`src/rtl/fp_add_arb_pkg.sv`:
```
// Shared types for the fp_add arbiter: fp32 operand layout and sequencer states.
package fp_add_arb_pkg;
  localparam int FP_MAN_W = 23;
  localparam int FP_EXP_W = 8;

  typedef struct packed {
    logic                sign;
    logic [FP_EXP_W-1:0] exp;
    logic [FP_MAN_W-1:0] man;
  } fp32_t;

  typedef enum logic [1:0] {ST_RUN, ST_DRAIN, ST_DONE} arb_state_e;
endpackage

```
`src/rtl/fp_add_arbiter_if.sv`:
```
// Requester-side bus: per-requester operand handshakes and the broadcast result.
interface fp_add_arbiter_if
  import fp_add_arb_pkg::*;
#(
  parameter int NREQ = 4
) ();
  logic  [NREQ-1:0] req_valid;
  logic  [NREQ-1:0] req_ready;
  fp32_t [NREQ-1:0] req_a;
  fp32_t [NREQ-1:0] req_b;
  logic  [NREQ-1:0] rsp_valid;
  fp32_t            rsp_r;

  modport master (output req_valid, req_a, req_b, input req_ready, rsp_valid, rsp_r);
  modport slave  (input req_valid, req_a, req_b, output req_ready, rsp_valid, rsp_r);
endinterface

```
`src/rtl/fp_add_arb_tag_fifo.sv`:
```
// Ordered FIFO of requester tags for operations in flight inside fp_add.
module fp_add_arb_tag_fifo #(
  parameter int W     = 2,
  parameter int DEPTH = 8
) (
  input  logic         clk,
  input  logic         rst,
  input  logic         push,
  input  logic         pop,
  input  logic [W-1:0] din,
  output logic [W-1:0] dout,
  output logic         empty,
  output logic         full
);
  localparam int AW = $clog2(DEPTH);

  logic [W-1:0] mem [DEPTH];
  logic [AW:0]  wp, rp;

  always_ff @(posedge clk or posedge rst) begin
    if (rst) begin
      wp <= '0;
      rp <= '0;
    end else begin
      if (push) wp <= wp + 1'b1;
      if (pop)  rp <= rp + 1'b1;
    end
  end

  always_ff @(posedge clk) begin
    if (push) mem[wp[AW-1:0]] <= din;
  end

  // Extra pointer bit distinguishes full from empty when the indices match.
  assign dout  = mem[rp[AW-1:0]];
  assign empty = (wp == rp);
  assign full  = (wp[AW] != rp[AW]) && (wp[AW-1:0] == rp[AW-1:0]);
endmodule

```
`src/rtl/fp_add_arbiter.sv`:
```
// Round-robin sharing of one pipelined fp_add among NREQ requesters, with drain/flush.
// FP_ADD_ARB_PRIO_EN: requester 0 gets strict priority over the round-robin.
module fp_add_arbiter
  import fp_add_arb_pkg::*;
#(
  parameter int NREQ         = 4,
  parameter int MAX_INFLIGHT = 8
) (
  input  logic                          clk,
  input  logic                          rst,
  fp_add_arbiter_if.slave               rq,
  output logic                          fpu_src_valid,
  output logic [FP_MAN_W-1:0]           fpu_a_man,
  output logic [FP_EXP_W-1:0]           fpu_a_exp,
  output logic                          fpu_a_sign,
  output logic [FP_MAN_W-1:0]           fpu_b_man,
  output logic [FP_EXP_W-1:0]           fpu_b_exp,
  output logic                          fpu_b_sign,
  input  logic [FP_MAN_W-1:0]           fpu_r_man,
  input  logic [FP_EXP_W-1:0]           fpu_r_exp,
  input  logic                          fpu_r_sign,
  input  logic                          fpu_dst_valid,
  input  logic                          flush_req,
  output logic                          flush_done,
  output logic [$clog2(MAX_INFLIGHT):0] inflight,
  output logic                          err_orphan
);
  localparam int TW = $clog2(NREQ);
  localparam int CW = $clog2(MAX_INFLIGHT) + 1;
`ifdef FP_ADD_ARB_PRIO_EN
  localparam bit PRIO = 1'b1;
`else
  localparam bit PRIO = 1'b0;
`endif

  arb_state_e      state, state_nxt;
  logic            done_entry;
  logic [TW-1:0]   rr_ptr, gnt_idx, tag_out, jj;
  logic [NREQ-1:0] gnt, rsp_valid_q;
  logic            found, credit_ok, hs, pop, fifo_empty, fifo_full;
  int              j;
  fp32_t           a_q, b_q, rsp_r_q;

  assign credit_ok = (inflight < CW'(MAX_INFLIGHT)) && !fifo_full;

  // First valid requester at or after rr_ptr; requester 0 is skipped in the
  // rotation when it already has strict priority.
  always_comb begin
    gnt     = '0;
    gnt_idx = '0;
    found   = 1'b0;
    j       = 0;
    jj      = '0;
    if (PRIO && rq.req_valid[0]) begin
      gnt[0] = 1'b1;
      found  = 1'b1;
    end
    for (int k = 0; k < NREQ; k++) begin
      j = int'(rr_ptr) + k;
      if (j >= NREQ) j = j - NREQ;
      jj = TW'(j);
      if (!found && rq.req_valid[jj] && !(PRIO && j == 0)) begin
        found   = 1'b1;
        gnt[jj] = 1'b1;
        gnt_idx = jj;
      end
    end
    if (rst || state != ST_RUN || !credit_ok) gnt = '0;
  end

  assign rq.req_ready = gnt;
  assign hs           = |gnt;
  assign pop          = fpu_dst_valid && !fifo_empty;

  always_comb begin
    state_nxt  = state;
    done_entry = 1'b0;
    case (state)
      ST_RUN:   if (flush_req) state_nxt = ST_DRAIN;
      ST_DRAIN: if (inflight == '0 && !fpu_src_valid) begin
        state_nxt  = ST_DONE;
        done_entry = 1'b1;
      end
      ST_DONE:  if (!flush_req) state_nxt = ST_RUN;
      default:  state_nxt = ST_RUN;
    endcase
  end

  always_ff @(posedge clk or posedge rst) begin
    if (rst) begin
      state         <= ST_RUN;
      flush_done    <= 1'b0;
      rr_ptr        <= '0;
      fpu_src_valid <= 1'b0;
      a_q           <= '0;
      b_q           <= '0;
      rsp_valid_q   <= '0;
      rsp_r_q       <= '0;
      inflight      <= '0;
      err_orphan    <= 1'b0;
    end else begin
      state         <= state_nxt;
      flush_done    <= done_entry;
      fpu_src_valid <= hs;
      if (hs) begin
        rr_ptr <= (gnt_idx == TW'(NREQ-1)) ? '0 : gnt_idx + 1'b1;
        a_q    <= rq.req_a[gnt_idx];
        b_q    <= rq.req_b[gnt_idx];
      end
      rsp_valid_q <= pop ? (NREQ'(1) << tag_out) : '0;
      if (pop) rsp_r_q <= {fpu_r_sign, fpu_r_exp, fpu_r_man};
      case ({hs, pop})
        2'b10:   inflight <= inflight + 1'b1;
        2'b01:   inflight <= inflight - 1'b1;
        default: inflight <= inflight;
      endcase
      // A result with no owner is dropped; the flag stays until reset.
      if (fpu_dst_valid && fifo_empty) err_orphan <= 1'b1;
    end
  end

  assign rq.rsp_valid = rsp_valid_q;
  assign rq.rsp_r     = rsp_r_q;
  assign {fpu_a_sign, fpu_a_exp, fpu_a_man} = a_q;
  assign {fpu_b_sign, fpu_b_exp, fpu_b_man} = b_q;

  fp_add_arb_tag_fifo #(.W(TW), .DEPTH(MAX_INFLIGHT)) u_tag_fifo (
    .clk   (clk),
    .rst   (rst),
    .push  (hs),
    .pop   (pop),
    .din   (gnt_idx),
    .dout  (tag_out),
    .empty (fifo_empty),
    .full  (fifo_full)
  );
endmodule

```
`src/flat_wrapper.sv`:
```
// flat-port wrapper written by rule: the top's interface ports become plain ports
module fp_add_arbiter_flat import fp_add_arb_pkg::*;
#(
  parameter int NREQ         = 4,
  parameter int MAX_INFLIGHT = 8
)
  (clk, rst, fpu_src_valid, fpu_a_man, fpu_a_exp, fpu_a_sign, fpu_b_man, fpu_b_exp, fpu_b_sign, fpu_r_man, fpu_r_exp, fpu_r_sign, fpu_dst_valid, flush_req, flush_done, inflight, err_orphan, rq_req_valid, rq_req_a, rq_req_b, rq_req_ready, rq_rsp_valid, rq_rsp_r);
  fp_add_arbiter_if #(.NREQ(NREQ)) rq_i ();
  input  logic clk;
  input  logic rst;
  output logic fpu_src_valid;
  output logic [FP_MAN_W-1:0] fpu_a_man;
  output logic [FP_EXP_W-1:0] fpu_a_exp;
  output logic fpu_a_sign;
  output logic [FP_MAN_W-1:0] fpu_b_man;
  output logic [FP_EXP_W-1:0] fpu_b_exp;
  output logic fpu_b_sign;
  input  logic [FP_MAN_W-1:0] fpu_r_man;
  input  logic [FP_EXP_W-1:0] fpu_r_exp;
  input  logic fpu_r_sign;
  input  logic fpu_dst_valid;
  input  logic flush_req;
  output logic flush_done;
  output logic [$clog2(MAX_INFLIGHT):0] inflight;
  output logic err_orphan;
  input wire logic [$bits(rq_i.req_valid)-1:0] rq_req_valid;
  input wire logic [$bits(rq_i.req_a)-1:0] rq_req_a;
  input wire logic [$bits(rq_i.req_b)-1:0] rq_req_b;
  output wire logic [$bits(rq_i.req_ready)-1:0] rq_req_ready;
  output wire logic [$bits(rq_i.rsp_valid)-1:0] rq_rsp_valid;
  output wire logic [$bits(rq_i.rsp_r)-1:0] rq_rsp_r;
  assign rq_i.req_valid = rq_req_valid;
  assign rq_i.req_a = rq_req_a;
  assign rq_i.req_b = rq_req_b;
  assign rq_req_ready = rq_i.req_ready;
  assign rq_rsp_valid = rq_i.rsp_valid;
  assign rq_rsp_r = rq_i.rsp_r;
  fp_add_arbiter #(.NREQ(NREQ), .MAX_INFLIGHT(MAX_INFLIGHT)) u_core (.clk(clk), .rst(rst), .rq(rq_i), .fpu_src_valid(fpu_src_valid), .fpu_a_man(fpu_a_man), .fpu_a_exp(fpu_a_exp), .fpu_a_sign(fpu_a_sign), .fpu_b_man(fpu_b_man), .fpu_b_exp(fpu_b_exp), .fpu_b_sign(fpu_b_sign), .fpu_r_man(fpu_r_man), .fpu_r_exp(fpu_r_exp), .fpu_r_sign(fpu_r_sign), .fpu_dst_valid(fpu_dst_valid), .flush_req(flush_req), .flush_done(flush_done), .inflight(inflight), .err_orphan(err_orphan));
endmodule
```
`config.mk`:
```
export PLATFORM = sky130hd
export DESIGN_NAME = fp_add_arbiter_flat
export DESIGN_NICKNAME = d
export VERILOG_FILES = /design/src/rtl/fp_add_arb_pkg.sv /design/src/rtl/fp_add_arbiter_if.sv /design/src/rtl/fp_add_arb_tag_fifo.sv /design/src/rtl/fp_add_arbiter.sv /design/src/flat_wrapper.sv
export SDC_FILE = /design/constraint.sdc
export NUM_CORES = 1
export LEC_CHECK = 0
export BUFFER_PORTS_ARGS = -buffer_cell sky130_fd_sc_hd__buf_4
export CAP_MARGIN = 20
export CORE_ASPECT_RATIO = 2
export CORE_MARGIN = 10
export CORE_UTILIZATION = 36
export DETAILED_ROUTE_END_ITERATION = 7
export SYNTH_ARGS = -nofsm -noshare
export SYNTH_HDL_FRONTEND = slang
export SYNTH_SLANG_ARGS = --single-unit
export TNS_END_PERCENT = 10
```
`constraint.sdc`:
```
create_clock -name clk -period 6.6 [get_ports clk]
set_input_delay 0 -clock clk [delete_from_list [all_inputs] [get_ports clk]]
set_output_delay 0 -clock clk [all_outputs]
set_load 0.01 [all_outputs]
```
; After elaboration in Yosys (flattened, before gate mapping)
; Memory sizes are Yosys's and may differ from the RTL's.
; Index checks and enable logic that the tools add are counted.
[word_totals]
ff_bits = 119
ram_bits = 16
input_bits = 296
out_inout_bits = 111
word_cells = 134
mem_count = 1
[op_classes]
addsub = 12
magnitude_cmp = 14
n_eq_ne = 11
n_shift = 1
mux = 47
n_bitwise = 3
reduce_logical = 27
[memory_table]
columns = name, words, width, rd, rd_ports_with_merged_regs, wr, line_no
row1 = u_core.u_tag_fifo.mem, 8, 2, 1, 0, 1, fp_add_arb_tag_fifo.sv:17  ; logic [W-1:0] mem [DEPTH];
[ops]
columns = cell, n
row1 = binary-select mux 32 bit (select 2 bit), 2
row2 = two-way mux 32 bit, 2
row3 = two-way mux 2 bit, 12
row4 = two-way mux 4 bit, 6
row5 = "less-than comparator 2 x 3 -> 1 bit, second input constant", 5
row6 = two-way mux 1 bit, 15
row7 = "adder 4 x 1 -> 4 bit, second input constant", 3
row8 = logical AND 1 bit, 12
row9 = OR 4 bit, 3
row10 = ">= comparator 3 bit, second input constant", 3
row11 = binary-select mux 1 bit (select 2 bit), 4
row12 = demux 1 bit (select 2 bit), 4
row13 = ">= comparator 2 x 1 -> 1 bit, second input constant", 4
row14 = case mux 4 bit (2 select lines), 1
row15 = "subtractor 2 x 1 -> 2 bit, second input constant", 4
row16 = zero test 1 bit, 7
row17 = "adder 2 x 2 -> 3 bit, second input constant", 2
row18 = "equality test 2 bit, second input constant", 3
row19 = case mux 2 bit (3 select lines), 1
row20 = "equality test 2 x 1 -> 1 bit, second input constant", 2
row21 = equality test 4 bit, 1
row22 = zero test 4 bit, 1
row23 = "less-than comparator 4 bit, second input constant", 1
row24 = "inequality test 2 bit, second input constant", 2
row25 = other kinds (13), 15

; Depth between registers and ports, before layout
[logic_depth]
ltp_word = 18
ltp_mapped = 18
ltp_nobuf = 15

; Hierarchy
; From an unflattened synthesis, not the netlist that was laid out.
[hier_totals]
cells_unflattened = 753
hier_area_um2 = 7947.6
[modules_own_cells]
columns = module, instances, cells_per_inst, area_per_inst_um2, seq_area_each_um2
row1 = fp_add_arbiter, 1, 685, 6884.1, 2777.7
row2 = fp_add_arb_tag_fifo, 1, 68, 1063.5, 680.7

; Least setup slack after synthesis
; Ideal clock, no wire load.
[synth_path]
path_kind = register to register
startpoint = register u_core.rr_ptr[0]
endpoint = register u_core.inflight[3]
setup_ns = 0.127
arrival_ns = 4.005
t_required_ns = 6.473
slack_ns = 2.468
stages_incl_launch_ff = 18
path_buffers = 3
synth_period_minus_slack_ns = 4.132
path_cell_list = dfrtp_1 -> buf_6 -> clkinv_1 -> ha_1 -> mux4_2 -> buf_4 -> a22o_1 -> a2111oi_4 -> a31oi_4 -> buf_6 -> inv_2 -> ha_1 -> ha_1 -> a21o_1 -> a21oi_1 -> xnor2_1 -> nor2_1 -> xor2_1
[synth_via]
elab_chain_len = 18
elab_cells_between_ends = 65
cone_classes = 7 x add/sub / 12 x order compare / 2 x eq/ne / 29 x mux / 3 x bitwise / 12 x reduce/logical
[synth_rtl]
columns = element, line_no
row1 = from (decl), fp_add_arbiter.sv:38  ; logic [TW-1:0] rr_ptr, gnt_idx, tag_out, jj;
row2 = from (signal assigned), fp_add_arbiter.sv:106  ; rr_ptr <= (gnt_idx == TW'(NREQ-1)) ? '0 : gnt_idx + 1'b1;
row3 = branches (longest 13 deep; another with adder 2 x 1 -> 3 bit), -
row4 = two-way mux 4 bit (*), fp_add_arbiter.sv:62  ; if (!found && rq.req_valid[jj] && !(PRIO && j == 0)) begin
row5 = two-way mux 4 bit (*), fp_add_arbiter.sv:68  ; if (rst || state != ST_RUN || !credit_ok) gnt = '0;
row6 = OR reduction 4 bit (*), fp_add_arbiter.sv:72  ; assign hs = |gnt;
row7 = equality test 2 x 1 -> 1 bit or equality test 2 bit (tied branches), fp_add_arbiter.sv:112  ; case ({hs, pop})
row8 = case mux 4 bit (2 select lines) or nonzero test 2 bit (tied branches), -
row9 = to (signal assigned), fp_add_arbiter.sv:113  ; 2'b10: inflight <= inflight + 1'b1;
row10 = to (signal assigned), fp_add_arbiter.sv:114  ; 2'b01: inflight <= inflight - 1'b1;
row11 = to (signal assigned), fp_add_arbiter.sv:115  ; default: inflight <= inflight;
row12 = to (decl), fp_add_arbiter.sv:25  ; output logic [$clog2(MAX_INFLIGHT):0] inflight,
; Mark *: on every way between the ends. The select of a mux whose other input is x is not followed.
; A chain may end at the register's enable or synchronous reset.

; Worst setup path in the final report
[layout_path]
startpoint = register u_core.rr_ptr[0]
endpoint = register u_core.b_q (netlist bit u_core.fpu_b_man[0])
[layout_via]
elab_chain_len = 16
elab_cells_between_ends = 67
cone_classes = 7 x add/sub / 12 x order compare / 34 x mux / 3 x bitwise / 11 x reduce/logical
[layout_rtl]
columns = element, line_no
row1 = branches (longest 16 deep; another with adder 2 x 1 -> 3 bit), -
row2 = to (signal assigned), fp_add_arbiter.sv:108  ; b_q <= rq.req_b[gnt_idx];
row3 = to (decl), fp_add_arbiter.sv:42  ; fp32_t a_q, b_q, rsp_r_q;
; Several ways; the timed one is not identified. The select of a mux whose other input is x is not followed.

==> flow_summary.ini <==
[cts]
cts_root_buf = clkbuf_16
cts_made_buffers = 17
cts_max_level = 4
cts_setup_buffers = 0
clkTransAtPathRegs_ns = 0.06
clock_sinks = 135
clk_latency_ns = 0.44
clock_path_buffers = 2
tritoncts = done

[critical_path]
crit_slowest_cell = mux4_2
crit_family = buffers and inverters
endpoint_kind = flop
critPathLaunch = u_core.rr_ptr[0]$_DFFE_PP0P_
worst_setup_path_start_kind = flop
crit_buf_inv = 3
reg2reg_slack_ns = 1.99
cp_common_cell = buf_4
cp.required_ns = 6.95
r2r-end = u_core.fpu_b_man[0]$_DFFE_PP0P_
cp.arrival_ns = 4.97
critPathKind = reg2reg
worst-path-stages = 11
r2r-start = u_core.rr_ptr[0]$_DFFE_PP0P_
slowest_delay_ns = 0.69
crit_fanout = 73
endpoint = u_core.fpu_b_man[0]$_DFFE_PP0P_
crit_chain = clkinv_1 > ha_1 > mux4_2 > nand3b_1 > a2bb2oi_1 > a2111oi_4 > a31oi_4 > buf_4 > buf_4 > nor2_1 > a21oi_1
rr_worst_depth = 11

[global_routing]
grt_remaining_overflow = 0
grt_max_degree = 79
grt_pass1_vias = 9641
grtUsageTotal_pct = 22.6
grt_pass1_wl_um = 55000
antenna_found_initial = 0

[placed_design]
portBuffers = 406
place_hpwl_um = 27900
place_congestion = 0.870

[synthesis]
yosys_warnings = 0
synthFlopType = dfrtp_1
synth_edf_count = 16
yosysUniqueCellTypes = 54
synth_nets = 1348
mappedNetlistArea_um2 = 8760
synth_top_area_share_pct = 34.0
ys_seq_elements = 135
syn_inst = 1038
avgSynthCellArea_um2 = 8.44
synth.largest_area_cell = dfrtp_1
async_flop_share_pct = 88.1
synthTopCellsByArea = dfrtp_1 (34%), nand2_1 (10%), mux2i_1 (8.0%)
synth_seq_area_share_pct = 39.5

[routing]
firstDrtPassIters = 5
via_count = 9250
drc = 0
ant_nets = 0
wirelength_um = 36700
vias_per_cell = 5.34
wire_per_inst_um = 21.2
drt_iter0_drc = 410

[finish]
diodes = 0
finish.utilization_pct = 53.9
final_common_cell = buf_4
nFillCells = 2221
fin_nets = 1741
most-common-layout-cells = buf_4 (419), nand2_1 (242), nor2_1 (141)
layout-drive-gt1-share_pct = 33.0
syn_to_final_growth_pct = 47.2

[sta]
rsz0062_at_grt = false
slew_viol_final = 0
fin_skew_ns = 0.00745
setup_viol = 0
fmax_ghz = 0.217
slew_headroom_pct = 43.9
timing.final.crit_share_pct = 69.9
tightest_slew_ns = 0.841
setup_tns_ns = 0
finalHoldViolCount = 0
min_period_ns = 4.61

[die]
initial_utilization_pct = 36.6
ioPinCount = 407
die_height_um = 241
die_w_um = 130
num_rows = 80
dieArea_um2 = 31400
coreArea_um2 = 23900

[flow_run]
maxCapViolations = 0

[power]
p_comb_share_pct = 62.5
power.switching_mw = 3.04
clkPwrFrac_pct = 15.7
power.density_nw_per_um2 = 526
p_int_mw = 3.74
ir_worst_vdd_v = 0.000297
p_sw_share_pct = 44.9
p_seq_share_pct = 21.8
leakagePower_nw = 6.24

[hold_path]
hold_class = in2reg
min_from = rq_req_b[84]

[outcome]
outcome = finished, final reports clean
## cells in the mapped netlist (2+ instances only)
cell type	count
nor4_1	2
o32a_1	63
nor2b_1	2
buf_1	4
a21oi_1	73
buf_4	9
edfxtp_1	16
clkbuf_1	30
nand2_1	243
mux2i_1	70
mux2_2	3
xnor2_1	8
dfrtp_1	119
nand3b_1	2
and3_1	63
nor2_1	142
nor2b_4	2
o21ai_1	52
buf_6	9
ha_1	13
nor3b_1	3
a2bb2oi_1	2
inv_1	6
o21ai_0	21
nand4_1	2
mux4_2	8
buf_2	33
inv_2	2
nor4b_1	2
nor3_1	4
a21o_1	2
xor2_1	6
## tightest hold or removal path, delay by kind of cell
family,cells,cell delay [ns]
buffers and inverters,1,0.11
and+or+nand+nor,1,0.09
AOI/OAI and AO/OA,2,0.22
## sequential cells by signal (all words and copies together), names as in the netlist
register	cells
u_core.fpu_a_man	23
u_core.fpu_b_man	23
u_core.rr_ptr	2
u_core.fpu_b_exp	8
u_core.flush_done	1
u_core.fpu_src_valid	1
u_core.rq.rsp_r	32
u_core.fpu_b_sign	1
u_core.err_orphan	1
u_core.u_tag_fifo.rp	4
u_core.inflight	4
u_core.fpu_a_exp	8
u_core.u_tag_fifo.mem	16
u_core.state	2
u_core.u_tag_fifo.wp	4
u_core.fpu_a_sign	1
u_core.rq.rsp_valid	4
## power groups by stage
stage	Clock [mW]	Sequential [mW]	Combinational [mW]
detailed placement	0	1.49	4.25
CTS	1.09	1.48	4.28
floorplan	0	1.56	2.80
global placement	0	1.49	4.19
global route	1.12	1.53	4.64
finish	1.06	1.48	4.24
## cell type report
| cell class | count | area (um2) | share of cell area (%) |
|---|---|---|---|
| well taps | 287 | 359 | 2.78 |
| multi-input cells | 809 | 4850 | 37.6 |
| clock buffers | 17 | 425 | 3.30 |
| inverters | 9 | 36.3 | 0.281 |
| repair buffers | 459 | 3550 | 27.5 |
| flip-flops and latches | 135 | 3460 | 26.8 |
| clock inverters | 15 | 224 | 1.74 |
## logic make-up (layout without fill, tap and decap cells)
group | after synthesis | in the layout | synth area share, %
buffers and inverters | 94 | 500 | 5.65
AO/OA/AOI/OAI | 226 | 226 | 17.7
XOR/XNOR | 14 | 14 | 1.40
multiplexers | 82 | 82 | 10.6
adder cells (fa/ha/maj) | 14 | 14 | 2.08
flip-flops | 135 | 135 | 39.5
AND/OR/NAND/NOR | 473 | 473 | 23.2
## how the worst min path moves through the flow
stage / endpoint / slack (ns) / cells after the start
after detailed placement: u_core.rq.rsp_r[13]$_DFFE_PP0P_ / 0.20 / 3
after floorplan: u_core.rq.rsp_r[0]$_DFFE_PP0P_ / 0.11 / 2
final: u_core.fpu_b_man[20]$_DFFE_PP0P_ / 0.02 / 4
after global placement: u_core.rq.rsp_r[16]$_DFFE_PP0P_ / 0.19 / 3
after global routing: u_core.fpu_a_man[8]$_DFFE_PP0P_ / 0.02 / 4
after CTS: u_core.fpu_a_man[1]$_DFFE_PP0P_ / 0.0007 / 4
## metrics by stage
step	total power, mW	hold slack, ns	area, um2	cells	setup WS, ns
2_1_floorplan	4.36	0.105	8760	1038	2.47
3_3_place_gp	5.67	0.195	11800	1659	2.21
4_1_cts	6.85	0.000717	12900	1731	1.96
3_5_place_dp	5.73	0.196	11800	1659	1.99
6_report	6.79	0.0198	12900	1731	1.99
5_1_grt	7.29	0.0200	12900	1731	1.58
## metal layers
metal	vias up	share of wire, %	global-route usage, %	wire length [um]
li1	4442	-	-	-
met5	-	0	0	0
met2	373	54	41.7	19800
met3	58	8.9	7.71	3270
met1	4377	33	22.1	12200
met4	0	3.8	9.48	1410
## what timing repair did
| item | CTS | global route |
|---|---|---|
| endpoints found under the hold margin | 102 | 0 |
| hold buffers | 40 | 0 |
| gates resized for setup | 0 | 0 |
| endpoints found under the setup margin | 0 | 0 |
Power figures use the tool's default switching activity.
